### src/rtl/ser_pkg.sv
// rtl/ser_pkg.sv - shared state encoding and bit-order constant for the serializer
package ser_pkg;

    typedef enum logic [0:0] {SER_IDLE, SER_SHIFT} ser_state_t;

    localparam bit SER_MSB_FIRST = 1'b1;

endpackage

### src/rtl/ser_hold_buf.sv
// rtl/ser_hold_buf.sv - one-word hold register with valid flag for the skid path
module ser_hold_buf #(
    parameter int WIDTH = 8
) (
    input  logic             clk,
    input  logic             rst_n,
    input  logic             i_wr,
    input  logic [WIDTH-1:0] i_wr_data,
    input  logic             i_rd,
    output logic [WIDTH-1:0] o_data,
    output logic             o_valid
);

    logic [WIDTH-1:0] r_data;
    logic             r_valid;

    // Write wins over read; the serializer never issues both in one cycle.
    always_ff @(posedge clk or negedge rst_n) begin
        if (!rst_n) begin
            r_data  <= '0;
            r_valid <= 1'b0;
        end else if (i_wr) begin
            r_data  <= i_wr_data;
            r_valid <= 1'b1;
        end else if (i_rd) begin
            r_valid <= 1'b0;
        end
    end

    assign o_data  = r_data;
    assign o_valid = r_valid;

endmodule

### src/rtl/piso_serializer.sv
// rtl/piso_serializer.sv - valid/ready word in, one bit per ser_en out, MSB first
// Optional SER_SKID_EN adds a one-word hold buffer so consecutive words stream without a bubble.
module piso_serializer #(
    parameter int WIDTH = 8,
    parameter int CNT_W = $clog2(WIDTH)
) (
    input  logic             clk,
    input  logic             rst_n,
    input  logic [WIDTH-1:0] din,
    input  logic             din_valid,
    output logic             din_ready,
    input  logic             ser_en,
    output logic             ser_out,
    output logic             ser_valid,
    output logic             word_done,
    output logic             busy
);
    import ser_pkg::*;

    localparam logic [CNT_W-1:0] CNT_LAST = CNT_W'(WIDTH - 1);

    ser_state_t       r_state;
    logic [WIDTH-1:0] r_sreg;
    logic [CNT_W-1:0] r_cnt;

    logic             w_shift_st;
    logic             w_xfer;
    logic             w_last;
    logic             w_accept;
    logic             w_cur_bit;
    logic [WIDTH-1:0] w_shifted;
    logic             w_reload;
    logic [WIDTH-1:0] w_reload_word;

    assign w_shift_st = (r_state == SER_SHIFT);
    assign w_xfer     = w_shift_st && ser_en;
    assign w_last     = w_xfer && (r_cnt == '0);
    assign w_accept   = din_valid && din_ready;
    assign w_cur_bit  = SER_MSB_FIRST ? r_sreg[WIDTH-1] : r_sreg[0];
    assign w_shifted  = SER_MSB_FIRST ? {r_sreg[WIDTH-2:0], 1'b0} : {1'b0, r_sreg[WIDTH-1:1]};

`ifdef SER_SKID_EN
    logic             w_hold_valid;
    logic [WIDTH-1:0] w_hold_data;
    logic             w_hold_wr;
    logic             w_hold_rd;

    // On the LSB transfer a fresh din goes straight to sreg, so only mid-word handshakes are parked.
    assign w_hold_wr     = w_accept && w_shift_st && !w_last;
    assign w_hold_rd     = w_last && w_hold_valid;
    assign w_reload      = w_last && (w_hold_valid || din_valid);
    assign w_reload_word = w_hold_valid ? w_hold_data : din;
    assign din_ready     = !w_shift_st || !w_hold_valid;

    ser_hold_buf #(
        .WIDTH (WIDTH)
    ) u_hold (
        .clk       (clk),
        .rst_n     (rst_n),
        .i_wr      (w_hold_wr),
        .i_wr_data (din),
        .i_rd      (w_hold_rd),
        .o_data    (w_hold_data),
        .o_valid   (w_hold_valid)
    );
`else
    assign w_reload      = 1'b0;
    assign w_reload_word = din;
    assign din_ready     = !w_shift_st;
`endif

    always_ff @(posedge clk or negedge rst_n) begin
        if (!rst_n) begin
            r_state <= SER_IDLE;
            r_sreg  <= '0;
            r_cnt   <= '0;
        end else begin
            case (r_state)
                SER_IDLE: begin
                    if (w_accept) begin
                        r_sreg  <= din;
                        r_cnt   <= CNT_LAST;
                        r_state <= SER_SHIFT;
                    end
                end
                SER_SHIFT: begin
                    if (w_xfer) begin
                        if (r_cnt != '0) begin
                            r_sreg <= w_shifted;
                            r_cnt  <= r_cnt - 1'b1;
                        end else if (w_reload) begin
                            r_sreg <= w_reload_word;
                            r_cnt  <= CNT_LAST;
                        end else begin
                            r_sreg  <= w_shifted;
                            r_state <= SER_IDLE;
                        end
                    end
                end
                default: r_state <= SER_IDLE;
            endcase
        end
    end

    assign ser_valid = w_shift_st;
    assign ser_out   = w_shift_st && w_cur_bit;
    assign word_done = w_last;
    assign busy      = w_shift_st;

endmodule
### config.mk
export PLATFORM = sky130hd
export DESIGN_NAME = piso_serializer
export DESIGN_NICKNAME = d
export VERILOG_FILES = /design/src/rtl/ser_pkg.sv /design/src/rtl/ser_hold_buf.sv /design/src/rtl/piso_serializer.sv
export SDC_FILE = /design/constraint.sdc
export NUM_CORES = 1
export LEC_CHECK = 0
export CAP_MARGIN = 15
export CELL_PAD_IN_SITES_DETAIL_PLACEMENT = 1
export CELL_PAD_IN_SITES_GLOBAL_PLACEMENT = 1
export CORE_MARGIN = 2
export CORE_UTILIZATION = 32
export CTS_CLUSTER_DIAMETER = 120
export DETAILED_ROUTE_END_ITERATION = 10
export GPL_TIMING_DRIVEN = 0
export PLACE_DENSITY_LB_ADDON = 0.1
export REMOVE_ABC_BUFFERS = 1
export SLEW_MARGIN = 10
export SYNTH_ARGS = -nofsm -noshare
export SYNTH_HDL_FRONTEND = slang
export SYNTH_SLANG_ARGS = --single-unit
### constraint.sdc
create_clock -name clk -period 3 [get_ports clk]
set_clock_uncertainty 0.2 [all_clocks]
set_input_delay 0.3 -clock clk [delete_from_list [all_inputs] [get_ports clk]]
set_output_delay 0.3 -clock clk [all_outputs]
set_load 0.05 [all_outputs]
==> results.yml, run 1 <==
outcome:
  outcome: "finished clean"
cells_and_area:
  n_antenna_cell: 0
  drive_gt1_share_pct: 5.882
  fin_cells: 112
  final_common_cell: "clkdlybuf4s50_1"
  final_cell_mix: "clkdlybuf4s50_1 (16), dfrtp_1 (11), mux2i_1 (10)"
  fin_nets: 100
  multi_input_area_um2: 342.8
  area_delta_synth_final_pct: 28.34
  regArea_um2: 301.5
  fillers: 227
  final_cell_area_um2: 889.6
  post-route-util_pct: 44.44
sta:
  worst_pin_slew_ns: 0.6000
  slew_viol_final: 0
  slew_headroom_pct: 59.88
  fmax_ghz: 0.3592
  finalHoldViolations: 0
  rsz0062_at_grt: "false"
  layout_min_cycle_time_ns: 2.784
  setup_viol: 0
  period_share_pct: 92.79
setup_path:
  reg2reg_depth: 3
  crit_type: "in2out"
  cp_cell_sequence: "clkdlybuf4s50_1, nand2_1, nor3_1, clkdlybuf4s50_1"
  cp_data_required_time_ns: 2.50
  ff2ff_setup_slack_ns: 1.55
  crit_path_max_fanout: 11
  crit_arrival_ns: 2.28
  cpMaxStageDelayCell: "clkdlybuf4s50_1"
  critPathLaunchType: "input pin"
  r2r-start: "busy$_DFF_PN0_"
  slowest_delay_ns: 0.85
  endpoint_kind: "output port"
  worst_r2r_endpoint: "r_cnt[1]$_DFFE_PN0P_"
  path_common_cell: "clkdlybuf4s50_1"
place:
  dp_hpwl_um: 965.9
  gp_congestion: 0.6715
  portBuffers: 16
  place_area_um2: 852.1
  dp_cells: 108
cts:
  cts_buffer_depth: 2
  insertion_delay_ns: 0.27
  path_clk_slew_ns: 0.07
  cts_inserted_buffers: 3
  cts_num_sinks: 12
  root_buffer: "clkbuf_4"
  holdBufCountCts: 0
  htree_num_levels: 1
  cts_tree: "done"
global_routing:
  antenna_found_initial: 0
  overflow: 0
  grt_start_max_net_pins: 25
  grt_use_total_pct: 12.67
  grt_first_pass_wirelength_mm: 2.566
  first_global_vias: 605
synth:
  ys_seq_area_share_pct: 43.32
  syn-instance-count: 70
  ys_ff_latch: 12
  synth_cell_types: 17
  yosys_warnings: 0
  synth_area_um2: 693.2
  syn_area_per_cell_um2: 9.902
drt:
  via_per_inst: 4.955
  wire_per_inst_um: 11.80
  wl_mm: 1.322
  ant_nets: 0
  drc: 0
  firstDrtPassIters: 4
  drt_iter0_drc: 5
  route.vias.total: 555
floorplan:
  io_pins: 17
  die_area_um2: 2554
  core_area_um2: 2002
  fp.dieW_um: 50.54
  die_h_um: 50.54
  rows: 16
  initial_core_util_pct: 34.63
min_path:
  hold_class: "in2async"
power_and_ir_drop:
  powerDensity_nw_per_um2: 899.8
  power.total_uw: 800.4
  cellLeakagePower_nw: 0.4061
  ir_worst_vdd_mv: 0.4645
job:
  maxCapViolations: 0
-- flip-flops by register name, summed over array words and instances, names as in the netlist --
signal	flops
busy	1
r_cnt	3
r_sreg	8
-- cell families (layout without fill, tap and decap cells) --
group	Yosys count	count (layout)	synth area share (%)
buffers and inverters	9	24	7.219
AND/OR/NAND/NOR	19	19	14.62
flip-flops	12	12	43.32
AO/OA/AOI/OAI	18	18	16.79
adder cells (fa/ha/maj)	2	2	3.610
multiplexers	10	10	14.44
-- per-stage QoR --
stage | setup slack, ns | hold WS [ns] | setup TNS [ns]
floorplan | -0.5689 | -0.1956 | -1.116
global placement | 0.1884 | 0.2681 | 0
detailed placement | 0.1813 | 0.2886 | 0
CTS | 0.08646 | 0.1969 | 0
global route | 0.08041 | 0.2084 | 0
finish | 0.2163 | 0.1819 | 0
-- critical path, delay by kind of cell --
family	cells	cell delay [ns]
buffers and inverters	2	1.67
AND/OR/NAND/NOR	2	0.31
-- report_power, final --
part	switching (mW)	internal, mW	total, mW
combinational	0.197	0.161	0.359
clock	0.0508	0.0737	0.124
sequential	0.0797	0.237	0.317
total	0.328	0.472	0.800
-- timing repair --
action	in CTS	in global routing
endpoints found under the hold margin	0	0
setup buffers	0	0
endpoints found under the setup margin	0	1
resized for setup	0	1
-- worst max path at each step --
stage	endpoint	cells past startpoint	start	slack [ns]
final	word_done	4	ser_en	0.22
after global routing	word_done	4	ser_en	0.08
after CTS	word_done	3	busy$_DFF_PN0_	0.09
after detailed placement	word_done	4	ser_en	0.18
after global placement	word_done	4	ser_en	0.19
after floorplan	word_done	2	busy$_DFF_PN0_	-0.57
-- layer usage --
layer	global-route usage (%)	vias to the layer above	part of all wire (%)
met2	22.37	15	47
met3	3.571	0	5.6
met5	0	-	0
li1	-	275	-
met1	15.85	265	48
met4	1.351	0	0
-- area by class of cell --
class,count,area share [%]
tap,27,3.797
timing repair buffer,16,18.00
multi-input combinational,49,38.54
inverter,4,1.688
clock buffer,4,4.079
sequential,12,33.90
-- synthesized netlist by cell type --
cell | count | share of area, %
o41ai_1 | 1 | 1.3
nand2_1 | 4 | 2.2
nor3_1 | 1 | 0.72
a2bb2oi_1 | 1 | 1.3
nor2b_1 | 3 | 2.7
buf_4 | 4 | 4.3
nor2_1 | 5 | 2.7
a211oi_1 | 7 | 7.6
a21oi_1 | 8 | 5.8
and2b_1 | 5 | 5.4
dfrtp_1 | 12 | 43
ha_1 | 2 | 3.6
and2_1 | 1 | 0.90
buf_2 | 1 | 0.72
mux2i_1 | 10 | 14
o22ai_1 | 1 | 0.90
inv_1 | 4 | 2.2
(Power assumes the default switching activity.)
==> run 2, diff against run 1 <==
Settings changed: CORE_UTILIZATION 32 to 38.
==> run 2 against run 1 <==
Compared with the run above: first-iteration DRC count unchanged; sequential share of layout area increased by 0.63 points; critical path depth unchanged; total power decreased by 3.1%.
==> results.yml, run 2 (synthesized netlist as in run 1, its figures left out) <==
cells_and_area:
  regMostFlops: "r_sreg"
  area_delta_synth_final_pct: 25.99
  final_cell_mix: "clkdlybuf4s50_1 (16), dfrtp_1 (11), mux2i_1 (10)"
  largest_reg_flops: 8
  fillers: 207
  drive_gt1_share_pct: 4.762
  multi_input_area_um2: 342.8
  n_antenna_cell: 0
  fin_nets: 100
  post-route-util_pct: 50.58
  final_common_cell: "clkdlybuf4s50_1"
  regArea_um2: 301.5
  final_cell_area_um2: 873.3
sta:
  fin_tns_setup_ns: 0
  fmax_ghz: 0.3605
  worst_slack_ns: 0.2259
  finalHoldViolations: 0
  setup_viol: 0
  layout_min_cycle_time_ns: 2.774
  period_share_pct: 92.47
  slew_headroom_pct: 58.57
  slew_viol_final: 0
  worst_pin_slew_ns: 0.6195
  rsz0062_at_grt: "false"
drt:
  drt_iter0_drc: 5
  wire_per_inst_um: 13.12
  firstDrtPassIters: 4
  route.vias.total: 569
  wl_mm: 1.430
  drc: 0
  ant_nets: 0
  via_per_inst: 5.220
global_routing:
  grt_use_total_pct: 15.50
  grt_start_max_net_pins: 25
  antenna_found_initial: 0
  grt_first_pass_wirelength_mm: 2.359
  overflow: 0
  first_global_vias: 550
place:
  place_area_um2: 849.6
  dp_slack_ns: 0.2064
  gp_congestion: 0.6464
  dp_hpwl_mm: 1.016
  portBuffers: 16
setup_path:
  critPathLaunchType: "input pin"
  slowest_delay_ns: 0.85
  crit_arrival_ns: 2.27
  crit_buf_inv: 2
  cp_data_required_time_ns: 2.50
  r2r-start: "busy$_DFF_PN0_"
  cpLargestDelayFamily: "buffers and inverters"
  crit_path_max_fanout: 11
  crit_path_start: "ser_en"
  path_common_cell: "clkdlybuf4s50_1"
  endpoint_kind: "output port"
  cpMaxStageDelayCell: "clkdlybuf4s50_1"
  cp_cell_sequence: "clkdlybuf4s50_1, nand2_1, nor3_1, clkdlybuf4s50_1"
  crit_type: "in2out"
cts:
  path_clk_slew_ns: 0.08
  cts_num_sinks: 12
  cts_buffer_depth: 2
  cts_tree: "done"
  cts_inserted_buffers: 3
  root_buffer: "clkbuf_4"
  postCtsSetupBuffers: 0
  holdBufCountCts: 0
  insertion_delay_ns: 0.26
  htree_num_levels: 1
power_and_ir_drop:
  ir_worst_vdd_mv: 0.3808
  cellLeakagePower_nw: 0.3989
  power.total_uw: 775.2
  powerDensity_nw_per_um2: 887.7
floorplan:
  rows: 15
  core_area_um2: 1727
  initial_core_util_pct: 40.14
  fp.dieW_um: 46.71
  die_h_um: 46.71
  die_area_um2: 2182
  io_pins: 17
outcome:
  outcome: "finished clean"
min_path:
  hold_class: "in2async"
job:
  maxCapViolations: 0
## run 2: cell count changes in the layout (fill, tap and decap cells not counted), sizes merged
cell    before  now
clkbuf       4    3
## run 2: final timing paths
kind,to,slack [ns],cells past startpoint
min reg2reg,r_cnt[0]$_DFFE_PN0P_,0.31,1
max reg2reg,r_cnt[0]$_DFFE_PN0P_,1.52,3
max,word_done,0.23,4
max in group asynchronous,busy$_DFF_PN0_,2.00,1
min in group clk,r_cnt[0]$_DFFE_PN0P_,0.31,1
min,r_sreg[1]$_DFFE_PN0P_,0.20,1
## run 2: stage by stage
step | hold slack, ns | std cells
finish | 0.1962 | 109
global route | 0.2424 | 109
CTS | 0.2102 | 109
detailed placement | 0.3121 | 106
global placement | 0.2738 | 106
floorplan | -0.1956 | 65
## run 2: final cells by class
cell class,count,area share [%]
multi-input cells,49,39.26
flip-flops and latches,12,34.53
repair buffers,16,18.34
well taps,25,3.582
clock buffers,3,2.579
inverters,4,1.719
## run 2: routing by layer
layer / global-route usage [%] / part of all wire (%)
met1: 19.18 / 44
met2: 26.67 / 50
met5: 0 / 0
met4: 6.667 / 0.84
met3: 2.353 / 5.2
## run 2: power breakdown
group | leakage (nW) | internal (mW) | switching, mW | total, mW
Combinational | 0.243 | 0.162 | 0.198 | 0.360
Sequential | 0.142 | 0.237 | 0.0798 | 0.317
Clock | 0.0138 | 0.0463 | 0.0523 | 0.0986
## run 2: repair_timing
item | CTS | global route
hold endpoints to repair | 0 | 0
endpoints found under the setup margin | 0 | 1
resized for setup | 0 | 1
==> run 3, diff against run 2 <==
Settings changed: CTS_CLUSTER_DIAMETER 120 to default.
==> results of run 3 <==
Same layout as run 2: the final DEF is identical, and so are final timing and power.
==> RTL change: new RTL, settings of run 1 <==
Reset style: synchronous (`rst_n`), changed in one clocked block.
--- a/src/rtl/piso_serializer.sv
+++ b/src/rtl/piso_serializer.sv
@@ -69,7 +69,7 @@
     assign din_ready     = !w_shift_st;
 `endif
 
-    always_ff @(posedge clk or negedge rst_n) begin
+    always_ff @(posedge clk) begin
         if (!rst_n) begin
             r_state <= SER_IDLE;
             r_sreg  <= '0;
Check against the original RTL: differs if rst_n is asserted again (counterexample within 4 cycles, from zero or initial values and one cycle with rst_n low); with rst_n held inactive, the same outputs for 10 cycles.
==> RTL change against run 1 <==
Global-route usage up 0.19 points; first-iteration DRC count down 20%; fmax up 7.8%; setup slack better by 0.20 ns; sequential cell count unchanged; area after synthesis down 9.2%; critical path depth down 1; routed wire length down 2.8%; via count down 9.0%; cell count down 6.3%; final area down 7.2%; largest cell class unchanged.
Power is not compared: it rests on default switching activity, and its combinational part moved more than twofold at a synthesized area within 25%.
==> RTL change: results (changes against run 1) <==
Worst setup path
  • Reg-to-Reg End: r_sreg[1]
  • CP top delay family: buffers and inverters
  • Slowest stage delay, CP: 0.83 ns (-0.02 ns)
  • R2R setup slack: 1.42 ns (-0.13 ns)
  • Crit path max fanout: 19 (+8)
  • Worst EP arrival: 2.08 ns (-0.20 ns)
  • Critical path startpoint: busy

Routing
  • Routed wire length: 1290 um (-2.8%)
  • DRT iter0 DRCs: 4 (-1)
  • Vias: 505 (-9.0%)

Finish
  • Max reg flops: 8 (unchanged)
  • Layout Nets: 93 (-7.0%)
  • Top reg by flops: r_sreg
  • Diodes inserted: 0 (unchanged)
  • Share of layout cells above drive strength 1: 0.179 (+0.121)

Min path
  • Worst hold path depth: 1
  • Hold WC Path Type: flop to flop

Run status
  • Outcome: finished, final reports clean

Global route
  • Vias in the first global route: 555 (-8.3%)
  • GRT Overall Usage: 0.129 (+0.00188)
  • First-pass GRT wire length: 2410 um (-6.2%)
  • Largest net degree at the start of global routing: 20 (-20%)

Placed design
  • DP HPWL: 932 um (-3.6%)
  • Placer Congestion: 0.710 (+5.7%)
  • Placement Cell Area: 788 um2 (-7.5%)
  • Place WS: 0.351 ns (+0.170 ns)
  • IO buf count: 16 (unchanged)

Synthesis
  • Seq/Total Area, Yosys: 0.382 (-0.0515)
  • Ys flop type: dfxtp_1
  • Commonest cells post-synth: dfxtp_1 (12), nor2_1 (9), a211oi_2 (7), mux2i_1 (7), inv_1 (3)
  • Async SR Flop Fraction: 0 (-1.00)
  • Largest cells by area after synthesis: dfxtp_1 (38%), a211oi_2 (14%), mux2i_1 (11%)
  • Post-synth cell types: 24 (+7)

Clocking
  • Clk pin slew, worst setup/hold paths: ~0.080 ns
  • Root Buffer: clkbuf_4
  • CTS Buf Count: 3 (unchanged)
  • Clock Tree Buf Depth: 2 (unchanged)
  • Htree depth: 1 (unchanged)

Power
  • VDD IR max: 0.255 mV

STA
  • Worst-Margin Slew: 0.500 ns (-0.0998 ns)
## RTL change: kinds of logic (layout without fill, tap and decap cells)
group                      after synthesis  in the layout  share of synthesized area
AOI/OAI and AO/OA                       14             14                      0.229
adders and majority gates                2              2                     0.0398
DFF                                     12             12                      0.382
and+or+nand+nor                         18             18                      0.135
muxes                                    8              8                      0.135
buffers and inverters                    8             24                     0.0795
## RTL change: worst max-delay path by stage
stage	endpoint	slack, ns	cells past startpoint
after floorplan	word_done	0.22	2
after global placement	word_done	0.40	3
after detailed placement	word_done	0.35	3
after CTS	word_done	0.04	3
after global routing	word_done	0.28	3
final	word_done	0.42	3
## RTL change: layout make-up
cell class | instances | area, um2
Inverter | 4 | 15.0
Fill cell | 230 | 1080
Timing Repair Buffer | 16 | 160
Tap cell | 27 | 33.8
Clock buffer | 4 | 36.3
Sequential cell | 12 | 241
Multi-Input combinational cell | 42 | 339
## RTL change: metal layers
metal / vias to the layer above / part of all wire / GRT usage
met5: - / 0 / 0
li1: 254 / - / -
met4: 0 / 0.0078 / 0.0286
met3: 2 / 0.060 / 0.0494
met2: 12 / 0.45 / 0.225
met1: 237 / 0.48 / 0.149
## RTL change: power by group through the flow
stage | Sequential, mW | Combinational (mW) | Clock (mW)
after floorplan | 0.198 | 0.0643 | 0
after global placement | 0.194 | 0.105 | 0
after detailed placement | 0.195 | 0.106 | 0
after CTS | 0.191 | 0.106 | 0.137
after global routing | 0.195 | 0.115 | 0.143
final | 0.191 | 0.104 | 0.131
## RTL change: stage by stage
stage | hold WS [ns] | utilization | cells
after floorplan | 0.231 | - | 58
after global placement | 0.261 | 0.414 | 101
after detailed placement | 0.268 | 0.414 | 101
after CTS | 0.286 | 0.434 | 105
after global routing | 0.318 | 0.434 | 105
final | 0.286 | 0.434 | 105
